--- src/rtl/e20_state_dumper_if.sv ---
// Output stream of the E20 end-of-run state dumper.
// Carries one 16-bit architectural-state word per valid/ready handshake,
// tagged with its source (pc, register, memory) and marked on the final word.
interface e20_state_dumper_if;
  logic        out_valid;
  logic        out_ready;
  logic [15:0] out_data;
  logic [1:0]  out_tag;
  logic        out_last;

  // Dumper side drives the word, consumer side drives the back-pressure.
  modport master (
    output out_valid,
    output out_data,
    output out_tag,
    output out_last,
    input  out_ready
  );

  modport slave (
    input  out_valid,
    input  out_data,
    input  out_tag,
    input  out_last,
    output out_ready
  );
endinterface : e20_state_dumper_if

--- src/rtl/e20_state_dumper.sv ---
// E20 end-of-run state dumper.
// On a rising edge of start (processor halt) it snapshots the pc, then walks
// $0..$(NUM_REGS-1) and RAM words 0..DUMP_WORDS-1, emitting each as one word on
// the output stream, in the same order as the software simulator's final print.
// Register file and RAM are assumed frozen while busy; only the pc is latched.
module e20_state_dumper #(
  parameter int MEM_ADDR_W = 13,
  parameter int NUM_REGS   = 8,
  parameter int DUMP_WORDS = 128
) (
  input  logic                  clock,
  input  logic                  reset,       // active-low, asynchronous
  input  logic                  start,
  input  logic [15:0]           pc_in,
  output logic [2:0]            reg_addr,
  input  logic [15:0]           reg_data,
  output logic                  mem_rd_en,
  output logic [MEM_ADDR_W-1:0] mem_addr,
  input  logic [15:0]           mem_rd_data,
  e20_state_dumper_if.master    out_if,
  output logic                  busy,
  output logic                  done
);

  // Memory index is one bit wider than needed so the last index is representable
  // with headroom; the loop stops at DUMP_WORDS-1 so it never wraps.
  localparam int K_W = $clog2(DUMP_WORDS) + 1;

  localparam logic [1:0]     TAG_PC    = 2'd0;
  localparam logic [1:0]     TAG_REG   = 2'd1;
  localparam logic [1:0]     TAG_MEM   = 2'd2;
  localparam logic [2:0]     LAST_REG  = 3'(NUM_REGS - 1);
  localparam logic [K_W-1:0] LAST_WORD = K_W'(DUMP_WORDS - 1);

  typedef enum logic [2:0] {
    S_IDLE,
    S_PC,
    S_REG,
    S_MEM_RD,
    S_MEM_CAP
  } state_e;

  state_e         state_q,   state_d;
  logic           start_q,   start_d;
  logic [15:0]    data_q,    data_d;
  logic [1:0]     tag_q,     tag_d;
  logic           last_q,    last_d;
  logic           valid_q,   valid_d;
  logic [2:0]     reg_idx_q, reg_idx_d;
  logic [K_W-1:0] k_q,       k_d;
  logic           fresh_q,   fresh_d;
  logic           done_q,    done_d;

  logic handshake;
  logic trigger;

  assign handshake = valid_q && out_if.out_ready;
  assign trigger   = start && !start_q;

  // State register: every flop clears asynchronously so the stream disappears
  // the moment reset is asserted, even mid-dump.
  // NOTE: sequential state uses non-blocking (<=) so all flops update together
  // from the same pre-edge values; blocking here would create ordering races.
  always_ff @(posedge clock or negedge reset) begin
    if (!reset) begin
      state_q   <= S_IDLE;
      start_q   <= 1'b0;
      data_q    <= '0;
      tag_q     <= TAG_PC;
      last_q    <= 1'b0;
      valid_q   <= 1'b0;
      reg_idx_q <= '0;
      k_q       <= '0;
      fresh_q   <= 1'b0;
      done_q    <= 1'b0;
    end else begin
      state_q   <= state_d;
      start_q   <= start_d;
      data_q    <= data_d;
      tag_q     <= tag_d;
      last_q    <= last_d;
      valid_q   <= valid_d;
      reg_idx_q <= reg_idx_d;
      k_q       <= k_d;
      fresh_q   <= fresh_d;
      done_q    <= done_d;
    end
  end

  // Next-state logic: walks pc -> registers -> memory, advancing only on handshake.
  // NOTE: every signal gets a default before the case so no path leaves one
  // unassigned; a missing default in always_comb infers a latch.
  always_comb begin
    state_d   = state_q;
    start_d   = start;
    data_d    = data_q;
    tag_d     = tag_q;
    last_d    = last_q;
    valid_d   = valid_q;
    reg_idx_d = reg_idx_q;
    k_d       = k_q;
    fresh_d   = 1'b0;
    done_d    = 1'b0;

    unique case (state_q)
      S_IDLE: begin
        // Only a 0->1 transition starts a dump; a held-high start is ignored.
        if (trigger) begin
          data_d  = pc_in;
          tag_d   = TAG_PC;
          last_d  = 1'b0;
          valid_d = 1'b1;
          state_d = S_PC;
        end
      end

      S_PC: begin
        // reg_addr is 0 here, so reg_data already holds $0.
        if (handshake) begin
          data_d    = reg_data;
          tag_d     = TAG_REG;
          reg_idx_d = '0;
          state_d   = S_REG;
        end
      end

      S_REG: begin
        // reg_addr points at the next register so it can be loaded in the
        // same cycle the current one is accepted.
        if (handshake) begin
          if (reg_idx_q != LAST_REG) begin
            data_d    = reg_data;
            reg_idx_d = reg_idx_q + 3'd1;
          end else begin
            valid_d = 1'b0;
            k_d     = '0;
            state_d = S_MEM_RD;
          end
        end
      end

      S_MEM_RD: begin
        // Read strobe is issued this cycle; data arrives in the next one.
        valid_d = 1'b1;
        tag_d   = TAG_MEM;
        last_d  = (k_q == LAST_WORD);
        fresh_d = 1'b1;
        state_d = S_MEM_CAP;
      end

      S_MEM_CAP: begin
        // RAM data is only valid in the first capture cycle; hold a copy for stalls.
        if (fresh_q) begin
          data_d = mem_rd_data;
        end
        if (handshake) begin
          valid_d = 1'b0;
          if (last_q) begin
            last_d  = 1'b0;
            done_d  = 1'b1;
            state_d = S_IDLE;
          end else begin
            k_d     = k_q + K_W'(1);
            state_d = S_MEM_RD;
          end
        end
      end

      default: begin
        state_d = S_IDLE;
        valid_d = 1'b0;
      end
    endcase
  end

  // In the first memory-capture cycle the word is forwarded straight from the
  // RAM so it appears without an extra cycle of latency.
  assign out_if.out_data  = fresh_q ? mem_rd_data : data_q;
  assign out_if.out_valid = valid_q;
  assign out_if.out_tag   = tag_q;
  assign out_if.out_last  = last_q;

  assign reg_addr  = (state_q == S_REG) ? (reg_idx_q + 3'd1) : 3'd0;
  assign mem_rd_en = (state_q == S_MEM_RD);
  assign mem_addr  = MEM_ADDR_W'(k_q);
  assign busy      = (state_q != S_IDLE);
  assign done      = done_q;

endmodule : e20_state_dumper

--- src/flat_wrapper.sv ---
// flat-port wrapper written by rule: the top's interface ports become plain ports
module e20_state_dumper_flat 
#(
  parameter int MEM_ADDR_W = 13,
  parameter int NUM_REGS   = 8,
  parameter int DUMP_WORDS = 128
)
  (clock, reset, start, pc_in, reg_addr, reg_data, mem_rd_en, mem_addr, mem_rd_data, busy, done, out_if_out_valid, out_if_out_data, out_if_out_tag, out_if_out_last, out_if_out_ready);
  e20_state_dumper_if out_if_i ();
  input  logic clock;
  input  logic reset;
  input  logic start;
  input  logic [15:0] pc_in;
  output logic [2:0] reg_addr;
  input  logic [15:0] reg_data;
  output logic mem_rd_en;
  output logic [MEM_ADDR_W-1:0] mem_addr;
  input  logic [15:0] mem_rd_data;
  output logic busy;
  output logic done;
  output wire logic [$bits(out_if_i.out_valid)-1:0] out_if_out_valid;
  output wire logic [$bits(out_if_i.out_data)-1:0] out_if_out_data;
  output wire logic [$bits(out_if_i.out_tag)-1:0] out_if_out_tag;
  output wire logic [$bits(out_if_i.out_last)-1:0] out_if_out_last;
  input wire logic [$bits(out_if_i.out_ready)-1:0] out_if_out_ready;
  assign out_if_out_valid = out_if_i.out_valid;
  assign out_if_out_data = out_if_i.out_data;
  assign out_if_out_tag = out_if_i.out_tag;
  assign out_if_out_last = out_if_i.out_last;
  assign out_if_i.out_ready = out_if_out_ready;
  e20_state_dumper #(.MEM_ADDR_W(MEM_ADDR_W), .NUM_REGS(NUM_REGS), .DUMP_WORDS(DUMP_WORDS)) u_core (.clock(clock), .reset(reset), .start(start), .pc_in(pc_in), .reg_addr(reg_addr), .reg_data(reg_data), .mem_rd_en(mem_rd_en), .mem_addr(mem_addr), .mem_rd_data(mem_rd_data), .out_if(out_if_i), .busy(busy), .done(done));
endmodule
--- config.mk ---
export PLATFORM = sky130hd
export DESIGN_NAME = e20_state_dumper_flat
export DESIGN_NICKNAME = d
export VERILOG_FILES = /design/src/rtl/e20_state_dumper_if.sv /design/src/rtl/e20_state_dumper.sv /design/src/flat_wrapper.sv
export SDC_FILE = /design/constraint.sdc
export NUM_CORES = 1
export LEC_CHECK = 0
export CAP_MARGIN = 20
export CORE_MARGIN = 5
export CORE_UTILIZATION = 43
export DETAILED_ROUTE_END_ITERATION = 16
export PLACE_DENSITY = 0.8
export RECOVER_POWER = 50
export SETUP_SLACK_MARGIN = 0.3
export SYNTH_ARGS = -nofsm -noshare
export SYNTH_HDL_FRONTEND = slang
export SYNTH_SLANG_ARGS = --single-unit
export TNS_END_PERCENT = 5
--- constraint.sdc ---
create_clock -name clock -period 2.85 [get_ports clock]
set_input_delay 0.4275 -clock clock [delete_from_list [all_inputs] [get_ports clock]]
set_output_delay 0.4275 -clock clock [all_outputs]
set_load 0.03 [all_outputs]
== After elaboration in Yosys (flattened, before gate mapping) ==
Index checks and enable logic that the tools add are counted.

* Add/sub/neg operators: 2
* Eq/ne operators: 13
* Muxes and demuxes: 37
* Bitwise operators: 1
* Reduce and logical (&&, ||, !) cells: 17

{| class="wikitable"
|+ Operator list
! cell !! number
|-
| 2-to-1 mux 16 bit || 5
|-
| case mux 16 bit (4 select lines) || 1
|-
| 2-to-1 mux 8 bit || 4
|-
| 2-to-1 mux 3 bit || 9
|-
| AND reduction 5 bit || 4
|-
| case mux 8 bit (2 select lines) || 1
|-
| case mux 3 bit (5 select lines) || 1
|-
| != test 2 x 1 -> 1 bit (second input constant) || 5
|-
| 2-to-1 mux 1 bit || 9
|-
| nonzero test 3 bit || 3
|-
| adder 8 x 1 -> 8 bit (second input constant) || 1
|-
| equality test 8 x 7 -> 1 bit (second input constant) || 1
|-
| equality test 3 x 2 -> 1 bit (second input constant) || 2
|-
| 2-to-1 mux 2 bit || 3
|-
| case mux 2 bit (3 select lines) || 1
|-
| case mux 3 bit (2 select lines) || 1
|-
| AND reduction 3 bit || 2
|-
| case mux 1 bit (5 select lines) || 1
|-
| != test 2 bit (second input constant) || 2
|-
| AND reduction 4 bit || 1
|-
| nonzero test 2 bit || 2
|-
| nonzero test 4 bit || 1
|-
| adder 3 x 1 -> 3 bit (second input constant) || 1
|-
| equality test 3 x 1 -> 1 bit (second input constant) || 1
|-
| other kinds (7) || 8
|}

* Flip-flop bits (word level): 37
* Bits of input ports: 52
* Output and inout bits: 39
* Word-level logic and storage cells: 80

== Longest topological paths before layout ==
* Depth in word-level cells: 4
* Mapped depth: 7
* Gate-level depth less buffers: 6

== Worst setup path before layout ==
Ideal clock, no wire load.

* Path type: reg2reg
* Start: register u_core.fresh_q
* End: register u_core.data_q[10]
* Arrival time: 1.944 ns
* Data required time: 2.725 ns
* Slack: 0.782 ns
* Stages on the path, launching flop included: 6
* Cell sequence: dfrtp_1 clkbuf_1 buf_1 mux2_2 a221o_1 mux2_2

* Cells in the longest elaborated chain, start to end: 2

{| class="wikitable"
|+ RTL lines
! item !! RTL line !! source
|-
| from (decl) || e20_state_dumper.sv:51 || <nowiki>logic fresh_q, fresh_d;</nowiki>
|-
| from (signal assigned) || e20_state_dumper.sv:85 || <nowiki>fresh_q <= fresh_d;</nowiki>
|-
| 2-to-1 mux 16 bit || n/a ||
|-
| named net out_if_out_data[10] || flat_wrapper.sv:22 || <nowiki>output wire logic [$bits(out_if_i.out_data)-1:0] out_if_out_data;</nowiki>
|-
| case mux 16 bit (4 select lines) || n/a ||
|-
| to (signal assigned) || e20_state_dumper.sv:79 || <nowiki>data_q <= data_d;</nowiki>
|-
| to (decl) || e20_state_dumper.sv:45 || <nowiki>logic [15:0] data_q, data_d;</nowiki>
|}

The timed path passes the listed nets, and every way through them passes these cells.
A chain may end at the register's enable or synchronous reset.

== Final worst setup path ==
* Start: register u_core.state_q[2]
* End: output port reg_addr[1]

* Cells in the longest elaborated chain, start to end: 2

{| class="wikitable"
|+ RTL lines
! item !! RTL line !! source
|-
| from (decl) || e20_state_dumper.sv:43 || <nowiki>state_e state_q, state_d;</nowiki>
|-
| from (signal assigned) || e20_state_dumper.sv:77 || <nowiki>state_q <= state_d;</nowiki>
|-
| equality test 3 x 2 -> 1 bit || e20_state_dumper.sv:183 || <nowiki>assign reg_addr = (state_q == S_REG) ? (reg_idx_q + 3'd1) : 3'd0;</nowiki>
|-
| 2-to-1 mux 3 bit || e20_state_dumper.sv:183 ||
|-
| to (decl) || flat_wrapper.sv:14 || <nowiki>output logic [2:0] reg_addr;</nowiki>
|}

Every way passes these cells.

==> key figures <==
Run status
  – Failing checks: capacitance limit, slew limit
  – Run status: finished, violations left

Clock tree
  – H-tree depth: 2
  – CTS tree: done
  – Bufs on Longest Clock Path: 2
  – Skew-Pair Late Insertion Delay: 0.29 ns
  – Cts bufs inserted: 5
  – CTS Sinks: 37
  – Number of buffers added for setup after CTS: 0
  – Clk pin slew, worst setup/hold paths: 0.08 ns
  – Root buf cell: clkbuf_8

Timing
  – Setup TNS: 0 ns
  – Fmax: 0.4016 GHz
  – Slew @ Worst Pin: 1.987 ns
  – Fin Hold WS: 0.5129 ns
  – RSZ-0062 raised after global routing: false
  – Clk_skew: 0.009348 ns
  – Final slew viol count: 38
  – Relative slew slack: -32.47%
  – Final hold violations: 0
  – Final Setup Violations: 0
  – Final worst-path cycle share: 87.37%
  – Final min period: 2.490 ns

Route
  – DRT antenna net count: 0
  – DR WL/cell: 17.04 um
  – Via count: 2025
  – Initial DRC count: 132
  – DR pass1 iterations: 4
  – Final wirelength: 6.289 mm
  – Vias per cell: 5.488
  – # DRC: 0

Critical path
  – Worst Setup Start Kind: register
  – Req. time, crit path: 2.42 ns
  – Worst-path fanout max: 16
  – Critical Path End Type: primary output
  – WP data arrival: 2.06 ns
  – WS Path Type: reg2out

Power
  – Pleak: 0.001443 uW
  – Max IR drop VDD: 0.5773 mV
  – Clk network pwr share: 10.8%
  – Sw Ratio: 43.39%
  – Net switching power: 1528 uW
  – Sequential share of power: 25.0%
  – Power Total: 3521 uW
  – Combinational share of power: 64.2%
  – Power Dens Cells: 1088 nW/um^2
  – Cell-internal power: 1993 uW

Place
  – Placer Congestion: 0.7987
  – Port Buffer Count: 85
  – Inst Count DP: 361
  – Hpwl dp: 4.660 mm

Synth
  – Synth Instances: 215
  – Post-synth EDFFs: 0
  – Yosys top cell area share: 41.11%
  – Post-synth top flop: dfrtp_1
  – Syn Std Cell Area: 2252 um^2
  – Synth Area per Inst: 10.48 um^2
  – Ys Warns: 0
  – Sequential-to-total area share from yosys stat: 41.11%
  – #FFs+latches synth: 37
  – Cell variety after synth: 46
  – Synth top area cells: dfrtp_1, mux2_2, a221o_1
  – Post-synth ARST share: 100.0%
  – Synth area leader: dfrtp_1

Die
  – Die Wd: 82.37 um
  – Row cnt: 26
  – Core Area: 5107 um^2
  – I/O Pins: 91
  – Initial Util: 44.10%
  – Die Height: 82.37 um
  – Die area: 6785 um^2

Layout
  – Final net count: 353
  – Most frequent cells in the layout: clkdlybuf4s50_1, dfrtp_1, mux2_2
  – Area occupied by multi-input gates: 1227 um^2
  – Synthesis-to-layout area growth: 43.67%
  – Non-filler cells, final: 369
  – Fill cells: 425
  – Diode count: 0
  – Most common cell after layout, fill and taps aside: clkdlybuf4s50_1
  – Register area: 925.9 um^2
  – Ratio of cells with drive above 1 in the final layout: 18.06%
  – Final core utilization: 63.35%

Global route
  – Total grt overflow: 0
  – Vias in the first global route: 2096
  – Overall routing resource usage: 19.43%
  – Global-route wire length before repair: 10.16 mm
  – Initial antenna violation count: 0
  – Pin count of the biggest net entering global routing: 38

Job
  – Max-cap violations: 1

Worst hold path
  – Tightest Hold Check Type: reg2reg
[Yosys cell counts (all sizes together), types with 2 or more instances]
cell type / n
or3b: 2
nand2: 12
o31ai: 3
nand3: 2
inv: 5
and3: 20
nor3b: 2
o21ai: 17
dfrtp: 37
a21oi: 7
and2: 2
buf: 12
or3: 3
clkbuf: 6
and4: 2
ha: 3
a221o: 15
o41ai: 2
mux2: 35
nor2: 8
nor2b: 3
[final timing paths]
path / from / endpoint / slack [ns] / cells after the start
worst min register to register: u_core.data_q[8]$_DFFE_PN0P_ / u_core.data_q[8]$_DFFE_PN0P_ / 0.51 / 1
worst max register to register: u_core.state_q[2]$_DFFE_PN0P_ / u_core.data_q[2]$_DFFE_PN0P_ / 0.66 / 4
max in group asynchronous: reset / u_core.out_if.out_valid$_DFFE_PN0P_ / 1.01 / 1
worst min-delay path: u_core.data_q[8]$_DFFE_PN0P_ / u_core.data_q[8]$_DFFE_PN0P_ / 0.51 / 1
worst max-delay path: u_core.state_q[2]$_DFFE_PN0P_ / reg_addr[1] / 0.36 / 3
min in group asynchronous: reset / u_core.fresh_q$_DFF_PN0_ / 0.70 / 1
[worst max-delay path, cell delays in order (launching register included)]
cell,delay [ns]
dfrtp_1,0.53
nor2b_1,0.32
and3_1,0.25
clkdlybuf4s50_1,0.68
[metrics by stage]
stage               cell area [um^2]  setup slack (ns)
finish                          3236            0.3600
CTS                             3238            0.3482
floorplan                       2267            0.7817
detailed placement              3143            0.6135
global route                    3236            0.2622
global placement                3143            0.6513
[layout make-up]
class,instances,share of cell area (%)
multi-input combinational,159,37.94
sequential,37,28.62
timing repair buffer,90,27.18
tap,70,2.707
clock buffer,6,2.552
inverter,5,0.5800
clock inverter,2,0.4254
[sequential cells by signal, summed over array words and instances (netlist names)]
signal	flops
u_core.data_q	16
u_core.k_q	8
u_core.reg_idx_q	3
u_core.state_q	3
u_core.out_if.out_tag	2
u_core.done	1
u_core.fresh_q	1
u_core.out_if.out_last	1
u_core.out_if.out_valid	1
u_core.start_q	1
[logic make-up after synthesis]
group	count (synthesis)	synth area share (%)
compound gates	54	17.89
xor+xnor	1	0.7224
fa+ha+maj	3	1.667
buf+inv	23	5.278
flops	37	41.11
mux	36	17.94
other cells	1	0.1665
simple gates	60	15.22
[routing by layer]
metal	routed length, um	global-route usage, %	up-vias	share of wire (%)
met5	0	0	-	0
met4	66	4.817	0	1.0
met3	704	6.508	9	11
met2	2703	31.17	81	43
met1	2815	25.19	962	45
li1	-	-	973	-
[power groups by stage]
stage	registers (uW)	logic, uW	clock network (uW)
5_1_grt	908	2450	420
3_5_place_dp	890	2280	0
4_1_cts	879	2290	393
6_report	880	2260	382
2_1_floorplan	893	1540	0
3_3_place_gp	884	2240	0
[repair_timing]
action | CTS | global route
setup endpoints to repair | 1 | 3
gates resized for setup | 1 | 2
pin swaps | 0 | 0
hold buffers | 0 | 0
Power figures use the tool's default switching activity.
